==> src/rtl/mul_share_arbiter.sv <==
// rtl/mul_share_arbiter.sv - round-robin sequencer sharing one start/done multiplier among NUM_REQ clients
// Optional watchdog enabled by defining MUL_ARB_TIMEOUT_EN.
module mul_share_arbiter #(
    parameter int BIT_LEN = 4,
    parameter int NUM_REQ = 4,
    parameter int TIMEOUT = 64
) (
    input  logic                       clk,
    input  logic                       rst,
    input  logic [NUM_REQ-1:0]         req,
    input  logic [NUM_REQ*BIT_LEN-1:0] a_flat,
    input  logic [NUM_REQ*BIT_LEN-1:0] b_flat,
    output logic [NUM_REQ-1:0]         grant,
    output logic [NUM_REQ-1:0]         done,
    output logic [2*BIT_LEN-1:0]       res,
    output logic                       busy,
    output logic [BIT_LEN-1:0]         mul_in1,
    output logic [BIT_LEN-1:0]         mul_in2,
    output logic                       mul_start,
    input  logic [2*BIT_LEN-1:0]       mul_out,
    input  logic                       mul_done,
    output logic                       err
);

    localparam int IDX_W = (NUM_REQ > 1) ? $clog2(NUM_REQ) : 1;

    typedef enum logic [1:0] {
        S_IDLE,
        S_START,
        S_WAIT,
        S_DONE
    } state_t;

    state_t                 r_state;
    logic [IDX_W-1:0]       r_ptr;
    logic [IDX_W-1:0]       r_idx;
    logic                   r_first;
    logic [NUM_REQ-1:0]     r_grant;
    logic [NUM_REQ-1:0]     r_done;
    logic [2*BIT_LEN-1:0]   r_res;
    logic                   r_busy;
    logic [BIT_LEN-1:0]     r_in1;
    logic [BIT_LEN-1:0]     r_in2;
    logic                   r_start;

    logic                   w_found;
    logic [IDX_W-1:0]       w_sel;
    logic [NUM_REQ-1:0]     w_sel_oh;
    logic                   w_accept;

    // Scan from the pointer upward with wrap-around; first set request wins.
    always_comb begin
        int j;
        w_found  = 1'b0;
        w_sel    = '0;
        w_sel_oh = '0;
        j        = 0;
        for (int k = 0; k < NUM_REQ; k++) begin
            j = int'(r_ptr) + k;
            if (j >= NUM_REQ) begin
                j = j - NUM_REQ;
            end
            if (!w_found && req[j]) begin
                w_found     = 1'b1;
                w_sel       = IDX_W'(j);
                w_sel_oh    = '0;
                w_sel_oh[j] = 1'b1;
            end
        end
    end

    // The first WAIT cycle may still see the previous operation's done level.
    assign w_accept = !r_first && mul_done;

`ifdef MUL_ARB_TIMEOUT_EN
    localparam int TO_W = $clog2(TIMEOUT + 1);
    logic [TO_W-1:0] r_to_cnt;
    logic            r_err;
`endif

    always_ff @(posedge clk) begin
        if (rst) begin
            r_state <= S_IDLE;
            r_ptr   <= '0;
            r_idx   <= '0;
            r_first <= 1'b0;
            r_grant <= '0;
            r_done  <= '0;
            r_res   <= '0;
            r_busy  <= 1'b0;
            r_in1   <= '0;
            r_in2   <= '0;
            r_start <= 1'b0;
`ifdef MUL_ARB_TIMEOUT_EN
            r_to_cnt <= '0;
            r_err    <= 1'b0;
`endif
        end else begin
            case (r_state)
                S_IDLE: begin
                    if (w_found) begin
                        r_grant <= w_sel_oh;
                        r_idx   <= w_sel;
                        r_in1   <= a_flat[int'(w_sel)*BIT_LEN +: BIT_LEN];
                        r_in2   <= b_flat[int'(w_sel)*BIT_LEN +: BIT_LEN];
                        r_start <= 1'b1;
                        r_busy  <= 1'b1;
                        r_state <= S_START;
                    end
                end
                S_START: begin
                    r_start <= 1'b0;
                    r_first <= 1'b1;
`ifdef MUL_ARB_TIMEOUT_EN
                    r_to_cnt <= '0;
`endif
                    r_state <= S_WAIT;
                end
                S_WAIT: begin
                    r_first <= 1'b0;
                    if (w_accept) begin
                        r_res   <= mul_out;
                        r_done  <= r_grant;
                        r_state <= S_DONE;
                    end
`ifdef MUL_ARB_TIMEOUT_EN
                    // Give up after TIMEOUT WAIT cycles; the client still gets its done pulse.
                    else if (r_to_cnt == TO_W'(TIMEOUT - 1)) begin
                        r_err   <= 1'b1;
                        r_done  <= r_grant;
                        r_state <= S_DONE;
                    end else begin
                        r_to_cnt <= r_to_cnt + 1'b1;
                    end
`endif
                end
                S_DONE: begin
                    r_done  <= '0;
                    r_grant <= '0;
                    r_busy  <= 1'b0;
                    if (int'(r_idx) == NUM_REQ - 1) begin
                        r_ptr <= '0;
                    end else begin
                        r_ptr <= r_idx + 1'b1;
                    end
                    r_state <= S_IDLE;
                end
                default: r_state <= S_IDLE;
            endcase
        end
    end

    assign grant     = r_grant;
    assign done      = r_done;
    assign res       = r_res;
    assign busy      = r_busy;
    assign mul_in1   = r_in1;
    assign mul_in2   = r_in2;
    assign mul_start = r_start;

`ifdef MUL_ARB_TIMEOUT_EN
    assign err = r_err;
`else
    logic w_unused_timeout;
    assign w_unused_timeout = (TIMEOUT > 0);
    assign err = 1'b0;
`endif

endmodule

==> config.mk <==
export PLATFORM = sky130hd
export DESIGN_NAME = mul_share_arbiter
export DESIGN_NICKNAME = d
export VERILOG_FILES = /design/src/rtl/mul_share_arbiter.sv
export SDC_FILE = /design/constraint.sdc
export NUM_CORES = 1
export LEC_CHECK = 0
export ABC_AREA = 1
export BUFFER_PORTS_ARGS = -buffer_cell sky130_fd_sc_hd__buf_2
export CORE_MARGIN = 2
export CORE_UTILIZATION = 55
export CTS_CLUSTER_DIAMETER = 100
export CTS_CLUSTER_SIZE = 8
export DETAILED_ROUTE_END_ITERATION = 16
export GPL_TIMING_DRIVEN = 0
export PLACE_DENSITY = 0.88
export SLEW_MARGIN = 20
export SYNTH_ARGS = -nofsm -noshare
export SYNTH_HDL_FRONTEND = slang
export SYNTH_SLANG_ARGS = --single-unit
==> constraint.sdc <==
create_clock -name clk -period 4.5 [get_ports clk]
set_input_delay 0.9 -clock clk [delete_from_list [all_inputs] [get_ports clk]]
set_output_delay 0.9 -clock clk [all_outputs]
set_load 0.05 [all_outputs]
# Yosys cells after proc, flatten, opt, wreduce, memory -nomap -nowiden
# Cells that the tools add are included.
# totals
regBits,33
latchBits,0
mem_bits_rw,0
rom_bits,0
input_bits,47
out_inout_bits,27
elab_cells,110
mem_count,0
# classes
add_sub_neg,8
n_mul,0
n_div,0
magnitude_cmp,12
eq_ne,6
shift,2
n_mux,48
bitwise_logic,0
reduce_logical,23
# op_table
operator,count
$ge 32x1->1 const B,4
$lt 32x4->1 const B,4
$mux 32,4
$shiftx 16x5->4,2
$mux 4,6
$mux 1,17
$pmux 4 s2,2
$mux 2,7
$reduce_and 2->1,6
$sub 3x3->4 const B,3
$ge 3x3->1 const B,3
$bmux 1 s2,4
$demux 1 s2,4
$logic_and 1x1->1,8
$pmux 2 s4,1
$reduce_bool 2->1,4
$add 2x2->3 const B,2
$pmux 1 s2,3
$eq 2x1->1 const B,2
$eq 2x2->1 const B,2
$logic_not 1->1,4
$ne 2x2->1 const B,2
$sub 2x3->4 const B,1
$add 2x1->3 const B,1
other kinds (3),3

# Depth between registers and ports, before layout
# depth
depth_word,17
ltp_mapped,16
depth_no_buf,15

# Least setup slack after synthesis
# No wires, ideal clock.
# synth_path
path_kind,register -> register
startpoint,register r_ptr[0]
endpoint,"register r_in1[0], in the netlist mul_in1[0]"
setup_ps,110
t_arrival_ps,2010
path_slack_ps,2380
path_stages_with_launch,17
path_cell_list,dfxtp_1 > buf_6 > inv_8 > ha_1 > inv_1 > nand3_2 > nand2_4 > inv_4 > o21ai_2 > nand2_4 > nand3_4 > inv_2 > buf_6 > nand2_1 > nand3_1 > nand2_1 > nor2_1
# synth_via
elab_chain_cells,16
# synth_lines
element,line,text
from (decl),35,logic [IDX_W-1:0] r_ptr;
from (signal assigned),144,r_ptr <= r_idx + 1'b1;
branches (longest 16 deep; another with $sub 3x3->4),-,
to (signal assigned),104,r_in1 <= a_flat[int'(w_sel)*BIT_LEN +: BIT_LEN];
to (decl),42,logic [BIT_LEN-1:0] r_in1;
# Parallel ways; which one is timed is not known. The select of a mux whose other input is x is not followed.
# A chain may end at the register's enable or synchronous reset.

# Worst setup path in the final report
# layout_path
startpoint,register r_ptr[1]
endpoint,"register r_in1[2], in the netlist mul_in1[2]"
# The elaborated chain is that of the path after synthesis.

==> key figures <==
Die
  – Die X: 67.3 um
  – Starting Density: between 50 and 60%
  – FP Rows: 23
  – Placeable Area: 3910 sq um
  – Die area: between 4000 and 5000 sq um
  – I/O pins: 74
  – Die Span Y: 67.3 um

Timing
  – Final setup vio count: 0
  – Slew Limit Fails: 0
  – RSZ-0062 raised after global routing: no
  – Relative slew slack: 61.9%
  – Setup Skew: between 0.007 and 0.008 ns
  – TNS Setup: 0 ns
  – Tightest Pin Transition: 0.566 ns
  – Fmax: 374 MHz
  – Fin. Hold Viols: 0
  – Fin crit period: 2.67 ns
  – Post-route clock period utilization: 59.3%

Finish
  – Nets: ~450
  – Most frequent cells in the layout: nand2_1, buf_2, nor2_1
  – Register area: 661 sq um
  – Most common cell after layout, fill and taps aside: nand2_1
  – Multi-input gate area: approximately 1300 sq um
  – Fillers: 336
  – Inserted Diodes: 0
  – Share of layout cells above drive strength 1: ~30%
  – Area Overhead vs Synth: 24.2%
  – Non-Filler Instances: roughly 440
  – Final core occ: a little over two thirds

Worst setup path
  – WP data arrival: 2.85 ns
  – Critical path class: flip-flop to flip-flop
  – Critical Path Fanout Max: 9
  – Critical path launch point type: flip-flop
  – CP Data Required Time: 4.68 ns
  – Setup crit end kind: flip-flop

Global route
  – GRT Resource Usage Total: about 24%
  – Global route overflow: 0
  – Largest net degree at the start of global routing: 13
  – Vias in the first global route: 2035
  – First-pass GRT wire length: 8630 um
  – Initial antenna violation count: 0

Placed design
  – Port buffer count: 71
  – Gp weighted congestion: 0.901
  – Hpwl dp: 4050 um
  – Total placed cells including tap cells: 436

Clock tree
  – Reg clk slew, reported paths: roughly 0.070 ns
  – Number of post-CTS setup repair buffers: 0
  – CTS tree: yes
  – Worst skew pair latency: 0.28 ns
  – H-tree Lvls: 2
  – # hold bufs at CTS: 0
  – Root Buffer: clkbuf_8
  – Post-cts gate resize count: 0
  – Buffer depth of the longest clock path: 2
  – Cts bufs inserted: 5
  – CTS sink cnt: 33

Drt
  – WL final: 5390 um
  – Met3 Wirelength: between 300 and 400 um
  – DRT met1 WL: 2370 um
  – Via/cell ratio: 5.20
  – Routed Antenna Nets: 0
  – Drt initial violations: 109
  – Wire per inst: 12.1 um
  – 1st-pass router iterations: 5
  – Via count: 2308
  – DRC viols: 0
  – Met2 wire len: 2660 um
  – Top routing layer in use: met4

Yosys
  – Ys Warns: 0
  – Distinct cell type count of the synthesized netlist: 35
  – #FFs+latches synth: 33
  – Seq/Total Area, Yosys: 30.0%
  – Syn_nets: 376
  – Netlist Area Pre-Place: 2200 sq um
  – Mean Syn Cell Area: 6.99 sq um
  – Cell count after synthesis: between 300 and 400

Power
  – Peak supply drop: 0.357 mV
  – Lkg Pwr: 1.46 nW
  – Pwr dens: 645 nW/um^2

Job
  – Max-Cap Viols: 0

Min path
  – Hold WC Path Type: flip-flop to flip-flop

Outcome
  – Status: completed
[layout make-up]
type / instances / area share [%]
multi-input combinational: 239 / 48.9
sequential: 33 / 24.1
timing repair buffer: 71 / 13.0
inverter: 35 / 5.26
clock buffer: 5 / 2.51
tap: 50 / 2.29
buffer: 8 / 2.19
clock inverter: 3 / 1.69
[worst max-delay path: stages (launching register included)]
cell,delay (ns)
dfxtp_1,0.63
inv_2,0.21
ha_1,0.37
inv_1,0.12
nand3_2,0.10
nand2_4,0.12
inv_4,0.06
nor2_8,0.13
nand3_2,0.10
nand2_1,0.12
o21ai_2,0.09
nor2_2,0.25
nand3_1,0.15
nand2_1,0.08
nor2_1,0.04
[per-stage QoR]
step / hold WS (ns) / setup WS, ns / cell area [sq um] / total power, mW
2_1_floorplan: 0.458 / 2.38 / 2200 / 1.26
3_3_place_gp: 0.453 / 2.00 / 2620 / 1.45
3_5_place_dp: 0.456 / 1.89 / 2620 / 1.48
4_1_cts: 0.468 / 1.84 / 2740 / 1.77
5_1_grt: 0.497 / 1.60 / 2740 / 1.90
6_report: 0.469 / 1.83 / 2740 / 1.76
[cell usage after synthesis (all sizes together)]
cell type	n	area, sq um
nand2	86	400
ha	14	175
conb	1	3.75
nor2	46	191
or2	1	6.26
clkbuf	3	11.3
nand3	30	183
a22oi	2	15.0
o31ai	1	7.51
and3	5	31.3
buf	5	48.8
a21oi	17	92.6
inv	34	140
clkinv	1	3.75
and2	1	6.26
a21boi	1	7.51
o21ai	21	113
o211ai	2	15.0
o211a	1	10.0
dfxtp	33	661
nor3	1	10.0
nand4	9	71.3
[sequential cells by signal (all words and copies together), names as in the netlist]
name       flops
res            8
done           4
grant          4
mul_in1        4
mul_in2        4
r_idx          2
r_ptr          2
r_state        2
busy           1
mul_start      1
r_first        1
[worst paths after layout]
kind	slack (ns)	end	from	cells past startpoint
setup / recovery	1.83	mul_in1[2]	r_ptr[1]	14
setup reg to reg	1.83	mul_in1[2]	r_ptr[1]	14
hold / removal	0.47	done[2]	done[2]	2
hold reg to reg	0.47	done[2]	done[2]	2
[cell families after synthesis]
logic type	Yosys count	share of synthesized area (%)
simple gates	179	40.8
compound gates	45	11.8
buf+inv	43	9.26
flops	33	30.0
fa+ha+maj	14	7.95
other cells	1	0.170
[power breakdown]
| group | internal, mW | leakage, nW | switching, mW |
|---|---|---|---|
| registers | 0.378 | 0.271 | 0.0567 |
| clock network | 0.166 | 0.0543 | 0.116 |
| logic | 0.318 | 1.14 | 0.729 |
| total | 0.862 | 1.46 | 0.902 |
[per-layer routing]
layer,global-route usage (%),vias to the layer above
met4,4.85,0
met3,5.33,7
met1,28.2,1054
met5,0,-
li1,-,1175
met2,45.4,72
Power figures use the tool's default switching activity.
